$ cat src/rtl/ahci_slot_scheduler_pkg.sv
// Shared definitions for the AHCI command-slot scheduler: FSM encodings and helpers.
package ahci_slot_scheduler_pkg;

  localparam int unsigned SCHED_ST_W = 3;

  typedef enum logic [SCHED_ST_W-1:0] {
    SCHED_ST_IDLE  = 3'd0,
    SCHED_ST_PICK  = 3'd1,
    SCHED_ST_ISSUE = 3'd2,
    SCHED_ST_WAIT  = 3'd3,
    SCHED_ST_HALT  = 3'd4
  } sched_st_e;

  // A command is owned by the port FSM from the start pulse until completion.
  function automatic logic sched_in_flight(sched_st_e st);
    return (st == SCHED_ST_ISSUE) || (st == SCHED_ST_WAIT);
  endfunction

endpackage

$ cat src/rtl/ahci_slot_scheduler_arbiter.sv
// Combinational rotate-priority finder: first set mask bit at or after start_i, with wrap.
module ahci_slot_arbiter #(
  parameter int unsigned NUM_SLOTS = 32,
  parameter int unsigned SLOT_BITS = $clog2(NUM_SLOTS)
) (
  input  logic [NUM_SLOTS-1:0] mask_i,
  input  logic [SLOT_BITS-1:0] start_i,
  input  logic                 rr_mode_i,
  output logic                 found_o,
  output logic [SLOT_BITS-1:0] idx_o
);

  always_comb begin : find
    logic [31:0] base;
    logic [31:0] pos;
    found_o = 1'b0;
    idx_o   = '0;
    pos     = '0;
    base    = rr_mode_i ? 32'(start_i) : 32'd0;
    for (int unsigned i = 0; i < NUM_SLOTS; i++) begin
      pos = base + 32'(i);
      if (pos >= 32'(NUM_SLOTS)) pos = pos - 32'(NUM_SLOTS);
      if (!found_o && mask_i[SLOT_BITS'(pos)]) begin
        found_o = 1'b1;
        idx_o   = SLOT_BITS'(pos);
      end
    end
  end

endmodule

$ cat src/rtl/ahci_slot_scheduler.sv
// AHCI per-port command-slot scheduler: PxCI mirror, slot selection, issue/retire
// handshake with the port command FSM, watchdog and error halt.
module ahci_slot_scheduler
  import ahci_slot_scheduler_pkg::*;
#(
  parameter int unsigned NUM_SLOTS      = 32,
  parameter int unsigned SLOT_BITS      = $clog2(NUM_SLOTS),
  parameter bit          RR_MODE        = 1'b1,
  parameter int unsigned TIMEOUT_CYCLES = 0,
  parameter int unsigned TMR_BITS       = 32
) (
  input  logic                 mclk,
  input  logic                 hba_rst,
  input  logic                 port_st,
  input  logic [NUM_SLOTS-1:0] ci_set,
  output logic [NUM_SLOTS-1:0] ci_pending,
  output logic                 cmd_start,
  output logic [SLOT_BITS-1:0] cmd_slot,
  input  logic                 cmd_done,
  input  logic                 cmd_err,
  output logic                 cmd_abort,
  output logic                 ci_clear,
  output logic                 timeout,
  output logic                 halted
);

  localparam int unsigned CNT_W = TMR_BITS + 1;

  sched_st_e              state_q, state_d;
  logic [NUM_SLOTS-1:0]   pending_q, pending_d;
  logic [SLOT_BITS-1:0]   slot_q, slot_d;
  logic [SLOT_BITS-1:0]   last_q, last_d;
  logic [TMR_BITS-1:0]    tmr_q, tmr_d;
  logic                   start_q, start_d;
  logic                   clear_q, clear_d;
  logic                   abort_q, abort_d;
  logic                   tmo_q, tmo_d;
  logic                   halted_q, halted_d;

  logic [SLOT_BITS-1:0]   rr_start;
  logic                   arb_found;
  logic [SLOT_BITS-1:0]   arb_idx;
  logic [CNT_W-1:0]       tmr_inc;
  logic                   tmo_hit;
  logic                   in_wait;
  logic                   done_ok;

  assign rr_start = (last_q == SLOT_BITS'(NUM_SLOTS - 1)) ? '0 : SLOT_BITS'(last_q + SLOT_BITS'(1));

  ahci_slot_arbiter #(
    .NUM_SLOTS (NUM_SLOTS),
    .SLOT_BITS (SLOT_BITS)
  ) u_arb (
    .mask_i    (pending_q),
    .start_i   (rr_start),
    .rr_mode_i (RR_MODE),
    .found_o   (arb_found),
    .idx_o     (arb_idx)
  );

  // Expiry is decided one cycle early so the registered pulse lands TIMEOUT_CYCLES after cmd_start.
  assign tmr_inc = CNT_W'(tmr_q) + CNT_W'(1);
  assign tmo_hit = (TIMEOUT_CYCLES != 0) && (tmr_inc >= (CNT_W'(TIMEOUT_CYCLES) - CNT_W'(1)));
  assign in_wait = (state_q == SCHED_ST_WAIT) && port_st;
  assign done_ok = in_wait && cmd_done && !cmd_err;

  always_ff @(posedge mclk) begin
    if (hba_rst) begin
      state_q   <= SCHED_ST_IDLE;
      pending_q <= '0;
      slot_q    <= '0;
      last_q    <= SLOT_BITS'(NUM_SLOTS - 1);
      tmr_q     <= '0;
      start_q   <= 1'b0;
      clear_q   <= 1'b0;
      abort_q   <= 1'b0;
      tmo_q     <= 1'b0;
      halted_q  <= 1'b0;
    end else begin
      state_q   <= state_d;
      pending_q <= pending_d;
      slot_q    <= slot_d;
      last_q    <= last_d;
      tmr_q     <= tmr_d;
      start_q   <= start_d;
      clear_q   <= clear_d;
      abort_q   <= abort_d;
      tmo_q     <= tmo_d;
      halted_q  <= halted_d;
    end
  end

  always_comb begin
    state_d = state_q;
    if (!port_st) begin
      state_d = SCHED_ST_IDLE;
    end else begin
      unique case (state_q)
        SCHED_ST_IDLE:  if (pending_d != '0) state_d = SCHED_ST_PICK;
        SCHED_ST_PICK:  state_d = arb_found ? SCHED_ST_ISSUE : SCHED_ST_IDLE;
        SCHED_ST_ISSUE: state_d = SCHED_ST_WAIT;
        SCHED_ST_WAIT: begin
          if (cmd_err)       state_d = SCHED_ST_HALT;
          else if (cmd_done) state_d = SCHED_ST_IDLE;
          else if (tmo_hit)  state_d = SCHED_ST_HALT;
        end
        SCHED_ST_HALT:  state_d = SCHED_ST_HALT;
        default:        state_d = SCHED_ST_IDLE;
      endcase
    end
  end

  always_comb begin
    pending_d = port_st ? (pending_q | ci_set) : '0;
    slot_d    = slot_q;
    last_d    = last_q;
    tmr_d     = tmr_q;
    start_d   = 1'b0;
    clear_d   = 1'b0;
    abort_d   = 1'b0;
    tmo_d     = 1'b0;
    halted_d  = (state_d == SCHED_ST_HALT);

    if (done_ok) begin
      pending_d[slot_q] = 1'b0;
      clear_d           = 1'b1;
    end
    if ((state_q == SCHED_ST_PICK) && port_st && arb_found) begin
      slot_d  = arb_idx;
      last_d  = arb_idx;
      start_d = 1'b1;
    end
    if (state_q == SCHED_ST_ISSUE) begin
      tmr_d = '0;
    end else if (state_q == SCHED_ST_WAIT && tmr_q != '1) begin
      tmr_d = tmr_q + TMR_BITS'(1);
    end
    if (in_wait && !cmd_err && !cmd_done && tmo_hit) begin
      tmo_d   = 1'b1;
      abort_d = 1'b1;
    end
    if (!port_st && sched_in_flight(state_q)) abort_d = 1'b1;
  end

  assign ci_pending = pending_q;
  assign cmd_start  = start_q;
  assign cmd_slot   = slot_q;
  assign cmd_abort  = abort_q;
  assign ci_clear   = clear_q;
  assign timeout    = tmo_q;
  assign halted     = halted_q;

endmodule

$ cat config.mk
export PLATFORM = sky130hd
export DESIGN_NAME = ahci_slot_scheduler
export DESIGN_NICKNAME = d
export VERILOG_FILES = /design/src/rtl/ahci_slot_scheduler_pkg.sv /design/src/rtl/ahci_slot_scheduler_arbiter.sv /design/src/rtl/ahci_slot_scheduler.sv
export SDC_FILE = /design/constraint.sdc
export NUM_CORES = 1
export LEC_CHECK = 0
export ABC_CLOCK_PERIOD_IN_PS = 17900
export CORE_MARGIN = 2
export CORE_UTILIZATION = 45
export DETAILED_ROUTE_END_ITERATION = 8
export PLACE_DENSITY = 0.73
export SLEW_MARGIN = 20
export SYNTH_ARGS = -nofsm -noshare
export SYNTH_HDL_FRONTEND = slang
export SYNTH_SLANG_ARGS = --single-unit
$ cat constraint.sdc
create_clock -name mclk -period 17.9 [get_ports mclk]
set_input_delay 3.58 -clock mclk [delete_from_list [all_inputs] [get_ports mclk]]
set_output_delay 3.58 -clock mclk [all_outputs]
set_load 0.1 [all_outputs]
==> results by group, run 1 <==
Drt
  • Wire per inst: 27.90 um
  • Routed WL: approximately 38000 um
  • Routed Antenna Nets: 0
  • DRT Pass-1 Iters: 6
  • Detailed Route Iter0 Violations: 1475
  • Via Count: 9946
  • DR DRC count: 0
  • Via density: 7.218

Global routing
  • GRT Resource Usage Total: approximately 37%
  • Gr ovfl total: 0
  • GR peak layer: met2
  • Met2 Use GR: between 50% and 60%
  • Vias in the first global route: around 9000
  • GRT met3 Usage: 6.556%
  • Initial antenna violation count: 1
  • First-pass GRT wire length: 56460 um
  • GR met1 Demand/Resource: 48.37%
  • Largest net degree at the start of global routing: 56

Clock network
  • Worst-path clk slew: 0.07 ns
  • Hold_buf cts: 0
  • Clock Tree Buf Depth: 2
  • CTS buffer count: 5
  • Post_cts resized: 0
  • CTS root buf: clkbuf_16
  • CTS tree: yes
  • TritonCTS sink count: 49
  • H-tree depth: 2
  • Clk Latency, worst-skew pair: approximately 0.3 ns
  • Post-CTS Repair Setup Buffers: 0

Yosys
  • Synth async-reset ratio: 0%
  • Synth Flop Type: dfxtp_1
  • Synthesized area per cell: 7.601 sq um
  • EDFF count, synth: 0
  • Synth unique cells: 97
  • Syn Nets: 1158
  • Netlist Area Pre-Place: 8422 sq um
  • Cell type with the largest total area after synthesis: dfxtp_1
  • Seq/Total Area, Yosys: a little under an eighth
  • Share of the synthesized area in the top cell type: 11.65%
  • Yosys warns: 0
  • Synth Instances: approximately 1100
  • Synth top area cells: dfxtp_1 12%, mux4_2 9.4%, mux2i_1 7.0%
  • #FFs+latches synth: roughly 50

Floorplanning
  • Die height: approximately 140 um
  • Initial core utilization: 45.48%
  • Die area: 19830 sq um
  • Die X-Extent: between 100 and 150 um
  • Core Area: 18520 sq um
  • Row count: 50
  • Ports: just under 80

Cells and area
  • NumNets Final: 1193
  • Layout cells sized above 1: 11.36%
  • Ant. Diodes: 0
  • Fill count: ~1800
  • Area delta synth->final: 11.90%

Setup path
  • Delay-heaviest family, CP: simple AND/OR/NAND/NOR gates
  • Crit. End Element: flop
  • Slowest stage delay, CP: 0.76 ns
  • Class of the most critical setup path: reg2reg
  • Startpoint types: flop
  • Slowest-stage cell, CP: nor4_1
  • Worst reg-to-reg path cell count: 22
  • CP Buf/Inv Count: 3
  • Critical path's most frequent cell: ha_1
  • Setup slack, reg-to-reg: 9.67 ns
  • CP max FO: 38
  • Reg-to-Reg End: cmd_slot[4]
  • CP required: 18.11 ns
  • Worst r2r src: last_q[0]
  • Critical path arrival: 8.44 ns
  • CP Cell Sequence: buf_4 -> ha_1 -> and3_1 -> ha_1 -> buf_4 -> nor2b_1 -> mux2i_4 -> inv_2 -> ha_1 -> and4bb_2 -> xor2_2 -> mux2i_1 -> nor3_1 -> o41a_1 -> nor4_1 -> nand4_4 -> nor3_2 -> nand2_1 -> nand2b_1 -> a21oi_1 -> and3_1 -> a211oi_2

Timing
  • Post-route setup TNS: 0 ns
  • Final setup viols: 0
  • Crit share post-route: 45.98%
  • Worst Skew: 0.009567 ns
  • Fin crit period: 8.230 ns
  • RSZ-0062 raised after global routing: false
  • Final Slew Violations: 0
  • Final hold vios: 0
  • F_max: between 100 and 150 MHz
  • Slew headroom: 18.46%
  • Final critical-path setup slack: ~9.7 ns
  • Worst-Margin Slew: 1.223 ns

Placement
  • Detailed placer's ending HPWL: approximately 30000 um
  • Setup slack after placement: about 9.6 ns
  • PortBufs: 77
  • Routability cong.: 1.041

Pwr
  • Leakage: ~3.3 nW
  • Worst VDD drop: ~90 uV
  • Cell Pwr Density: 190.3 nW/um^2

Outcome
  • Outcome: complete, no violations

Run
  • Max-Cap Viols: 0

Min path
  • Hold_sp: state_q[2]
  • Worst hold path type: reg2reg
  • Hold EP: state_q[1]
  • Hold depth: 1
## metal layers
metal | up-vias | part of all wire [%]
li1 | 4367 | -
met1 | 4771 | 39
met2 | 675 | 44
met3 | 131 | 11
met4 | 2 | 6.5
met5 | - | 0.031
## registers in the layout (all words and copies together), names as in the netlist
register,flops
ci_clear,1
ci_pending,32
cmd_abort,1
cmd_slot,5
cmd_start,1
halted,1
last_q,5
state_q,3
## how the worst max path moves through the flow
stage          slack [ns]  cells after the start          end      start
6_report             9.67                     22  cmd_slot[4]  last_q[0]
5_1_grt              9.26                     22  cmd_slot[4]  last_q[0]
4_1_cts              9.55                     22  cmd_slot[4]  last_q[0]
3_5_place_dp         9.61                     22  cmd_slot[4]  last_q[0]
3_3_place_gp         9.93                     22  cmd_slot[0]  last_q[0]
2_1_floorplan       11.49                     23  cmd_slot[2]  last_q[0]
## cell type report
type | instances | area [sq um] | area share [%]
multi-input cells | 961 | 6977 | 74.03
repair buffers | 93 | 890.9 | 9.453
well taps | 234 | 292.8 | 3.107
inverters | 33 | 131.4 | 1.394
clock inverters | 3 | 26.28 | 0.2788
clock buffers | 5 | 125.1 | 1.328
flip-flops and latches | 49 | 980.9 | 10.41
## metrics by stage
step           power (W)  area, sq um  hold slack [ns]  instances  utilization (%)
3_5_place_dp    0.001622         9265           0.5004       1370            50.03
5_1_grt         0.001867         9424           0.5413       1378            50.89
6_report        0.001793         9424           0.5283       1378            50.89
3_3_place_gp    0.001636         9258           0.4965       1370            49.99
2_1_floorplan   0.001200         8422           0.4694       1108                -
4_1_cts         0.001726         9417           0.5149       1378            50.85
## power by group
group / internal (W) / total (W) / switching [W]
clock network: 0.0000528 / 0.0000977 / 0.0000449
logic: 0.000516 / 0.00156 / 0.00105
registers: 0.000116 / 0.000133 / 0.0000163
## worst reg2reg max path, delay by kind of cell (launching register included)
kind | cells | cell delay (ns)
AND/OR/NAND/NOR | 10 | 3.28
AO/OA/AOI/OAI | 3 | 0.89
buffers and inverters | 3 | 1.17
XOR/XNOR | 1 | 0.62
flip-flops | 1 | 0.31
adder cells (fa/ha/maj) | 3 | 0.87
multiplexers | 2 | 1.00
## layout by cell type (no fill, tap or decap), types with 35 or more instances in the layout
cell type        instances
a21oi_1                 63
nor2_1                 130
dfxtp_1                 49
mux2i_1                 59
o22ai_1                 37
clkdlybuf4s50_1         77
mux4_2                  35
o21ai_0                 74
nand2_1                 96
## logic make-up after synthesis
group,share of synthesized area [%]
compound gates,31.13
xor+xnor,4.130
flops,11.65
other cells,0.04453
buf+inv,5.690
fa+ha+maj,1.931
mux,21.32
simple gates,24.11
## cell usage after synthesis, drive strengths merged (24+ instances only)
library cell and number:
o211ai 33, buf 24, a22oi 24, o22ai 37
nor3 34, nor2 132, inv 32, o21ai 74
a21oi 65, a211oi 25, mux4 41, mux2i 60
nand3 29, clkbuf 41, xnor2 27, dfxtp 49
nand2 97
No activity file was read; power rests on OpenSTA's default activity.
==> run 2: changes to the inputs <==
--- a/config.mk
+++ b/config.mk
@@ -5,7 +5,7 @@
 export SDC_FILE = /design/constraint.sdc
 export NUM_CORES = 1
 export LEC_CHECK = 0
-export ABC_CLOCK_PERIOD_IN_PS = 17900
+export ABC_CLOCK_PERIOD_IN_PS = 8000
 export CORE_MARGIN = 2
 export CORE_UTILIZATION = 45
 export DETAILED_ROUTE_END_ITERATION = 8
==> constraint.sdc (replaced) <==
create_clock -name mclk -period 8 [get_ports mclk]
set_input_delay 1.6 -clock mclk [delete_from_list [all_inputs] [get_ports mclk]]
set_output_delay 1.6 -clock mclk [all_outputs]
set_load 0.1 [all_outputs]
==> run 2 against run 1 <==
  * Maximum frequency grew 16%
  * First-iteration DRC count decreased by 3.1%
  * Register-to-register slack lost 8.7 ns
  * Flip-flop and latch count is the same
  * Final cell count rose by 0.36%
  * Count of clock-buffer cells in the layout up 2
  * Combinational power rose by 130%
  * Highest routed layer is now met4
  * Critical path depth shrank 1
  * Setup slack got worse by 8.7 ns
==> results by group, run 2 (synthesized netlist as in run 1, its figures left out) <==
Min path
  • Worst hold path type: reg2reg
  • Hold_sp: state_q[2]

Clock network
  • Hold_buf cts: 0 (unchanged)
  • Clock Tree Buf Depth: 2 (unchanged)
  • Post_cts resized: 0 (unchanged)
  • CTS root buf: clkbuf_16
  • H-tree depth: 2 (unchanged)
  • Clk Latency, worst-skew pair: 0.29 ns (about the same)
  • TritonCTS sink count: 49 (unchanged)
  • CTS tree: yes
  • Post-CTS Repair Setup Buffers: 0 (unchanged)
  • Worst-path clk slew: 0.07 ns (about the same)
  • CTS buffer count: 5 (unchanged)

Setup path
  • Worst r2r src: last_q[0]
  • Class of the most critical setup path: reg2reg
  • Critical path arrival: 7.30 ns (-1.14 ns)
  • CP max FO: 22 (-42%)
  • Setup slack, reg-to-reg: 0.93 ns (-8.74 ns)
  • CP Cell Sequence: ha_1 -> and3_1 -> ha_1 -> inv_1 -> nand2_4 -> clkinv_4 -> ha_1 -> and4bb_2 -> xor2_1 -> buf_4 -> mux2i_1 -> nor3_1 -> o41a_1 -> nor4_1 -> and4_1 -> nand2_1 -> nor3_1 -> a211o_1 -> a211oi_1 -> o41ai_2 -> and3_1
  • Slowest-stage cell, CP: nor4_1
  • Startpoint types: flop
  • CP Buf/Inv Count: 3 (unchanged)
  • Slowest stage delay, CP: 0.84 ns (+0.08 ns)
  • Setup crit start: last_q[0]
  • CP required: 8.23 ns (-9.88 ns)
  • Worst path depth: 21 (-4.5%)
  • Worst reg-to-reg path cell count: 21 (-4.5%)
  • Delay-heaviest family, CP: simple AND/OR/NAND/NOR gates
  • Reg-to-Reg End: cmd_slot[1]
  • Critical path's most frequent cell: ha_1
  • Crit. End Element: flop
  • Setup crit end: cmd_slot[1]

Timing
  • F_max: 141.5 MHz (+16%)
  • RSZ-0062 raised after global routing: false
  • Crit share post-route: 88.34% (+42 points)
  • Worst Skew: 0.004999 ns (-0.004568 ns)
  • Final setup viols: 0 (unchanged)
  • Final critical-path setup slack: 0.9329 ns (-8.737 ns)
  • Final hold vios: 0 (unchanged)
  • Slew headroom: 29.11% (+11 points)
  • Worst-Margin Slew: 1.056 ns (-0.1673 ns)
  • Post-route setup TNS: 0 ns (unchanged)
  • Final Slew Violations: 0 (unchanged)
  • Hold slack: 0.5301 ns (+0.001801 ns)
  • Fin crit period: 7.067 ns (-1.163 ns)

Drt
  • Via Count: 10180 (+2.3%)
  • Detailed Route Iter0 Violations: 1430 (-3.1%)
  • Routed Antenna Nets: 0 (unchanged)
  • DRT Pass-1 Iters: 8 (+2)
  • DR DRC count: 0 (unchanged)
  • Via density: 7.360 (+2.0%)
  • Routed WL: 40520 um (+5.4%)
  • Wire per inst: 29.30 um (+5.0%)

Cells and area
  • Most frequent cells in the layout: 130 x nor2_1, 95 x nand2_1, 77 x clkdlybuf4s50_1, 74 x o21ai_0, 63 x a21oi_1
  • Max FFs per register: 32 (unchanged)
  • Layout cells sized above 1: 11.66% (+0.30 points)
  • Fill count: 1824 (+0.33%)
  • Ant. Diodes: 0 (unchanged)
  • Commonest non-fill, non-tap cell in the layout: nor2_1
  • Area delta synth->final: 12.29%
  • NumNets Final: 1198 (+0.42%)

Placement
  • Routability cong.: 1.097 (+5.4%)
  • Detailed placer's ending HPWL: 31730 um (+6.1%)
  • Setup slack after placement: 1.103 ns (-8.506 ns)
  • PortBufs: 77 (unchanged)

Pwr
  • Total power: 0.004065 W (+130%)
  • Flop pwr share: 7.3% (about the same)
  • Leakage: 3.331 nW (+0.99%)
  • Sw Share: 61.80% (about the same)
  • Cell Pwr Density: 429.9 nW/um^2 (+130%)
  • Combinational Power Share: 87.1% (about the same)
  • Clk pwr share: 5.5% (about the same)
  • Worst VDD drop: 210.9 uV (+130%)
  • Pint: 0.001553 W (+130%)
  • Switching pwr: 0.002512 W (+130%)

Floorplanning
  • Die X-Extent: 140.8 um (unchanged)
  • Die area: 19830 sq um (unchanged)
  • Row count: 50 (unchanged)
  • Ports: 79 (unchanged)
  • Initial core utilization: 45.48% (unchanged)
  • Die height: 140.8 um (unchanged)
  • Core Area: 18520 sq um (unchanged)

Global routing
  • First-pass GRT wire length: 59860 um (+6.0%)
  • Largest net degree at the start of global routing: 55 (-1.8%)
  • GRT Resource Usage Total: 39.76% (+2.4 points)
  • Initial antenna violation count: 0 (-1)
  • Vias in the first global route: 9317 (+3.5%)
  • Gr ovfl total: 0 (unchanged)

Run
  • Max-Cap Viols: 0 (unchanged)

Outcome
  • Outcome: complete, no violations
run 2: cell types whose count changed in the layout (fill, tap and decap cells not counted), sizes merged:
| cell | before | now |
|---|---|---|
| buf | 16 | 21 |
| clkbuf | 5 | 7 |
| clkinv | 1 | 2 |
| clkinvlp | 2 | 0 |
| inv | 33 | 32 |
run 2: layout make-up:
class	instances	area, sq um	share of cell area [%]
clock inverter	1	5.005	0.05292
sequential	49	980.9	10.37
inverter	33	131.4	1.389
multi-input combinational	961	6965	73.66
timing repair buffer	98	928.4	9.817
clock buffer	7	152.6	1.614
tap	234	292.8	3.096
run 2: power groups by stage:
stage	registers, W	logic, W	clock network (W)
after global placement	0.000301	0.00343	0
after floorplan	0.000370	0.00232	0
after CTS	0.000296	0.00338	0.000227
after global routing	0.000298	0.00370	0.000233
final	0.000297	0.00354	0.000225
after detailed placement	0.000301	0.00336	0
run 2: per-layer routing:
| metal | wire [um] | vias to the layer above | part of all wire [%] | GRT usage (%) |
|---|---|---|---|---|
| met5 | 0 | - | 0 | 0 |
| met4 | 2584 | 0 | 6.4 | 22.21 |
| met3 | 4368 | 175 | 11 | 6.284 |
| met2 | 18270 | 805 | 45 | 63.98 |
| met1 | 15300 | 4824 | 38 | 51.03 |
| li1 | - | 4375 | - | - |
run 2: per-stage QoR:
stage | cells | area [sq um] | util [%]
after floorplan | 1108 | 8422 | -
after global placement | 1375 | 9296 | 50.20
after detailed placement | 1375 | 9296 | 50.20
after CTS | 1383 | 9454 | 51.05
after global routing | 1383 | 9457 | 51.07
final | 1383 | 9457 | 51.07
run 2: how the worst min path moves through the flow:
| stage | slack [ns] | depth (start not counted) | endpoint |
|---|---|---|---|
| after global placement | 0.50 | 1 | state_q[1] |
| after floorplan | 0.47 | 1 | state_q[1] |
| after detailed placement | 0.51 | 1 | state_q[0] |
| after global routing | 0.54 | 1 | state_q[0] |
| after CTS | 0.52 | 1 | state_q[0] |
| final | 0.53 | 1 | state_q[0] |
==> run 3: changes to the inputs <==
--- a/config.mk
+++ b/config.mk
@@ -8,6 +8,7 @@
 export ABC_CLOCK_PERIOD_IN_PS = 8000
 export CORE_MARGIN = 2
 export CORE_UTILIZATION = 45
+export CTS_BUF_LIST = sky130_fd_sc_hd__clkbuf_4 sky130_fd_sc_hd__clkbuf_8 sky130_fd_sc_hd__clkbuf_16
 export DETAILED_ROUTE_END_ITERATION = 8
 export PLACE_DENSITY = 0.73
 export SLEW_MARGIN = 20
==> results of run 3 <==
The final DEF is identical to that of run 2; final timing and power are the same.
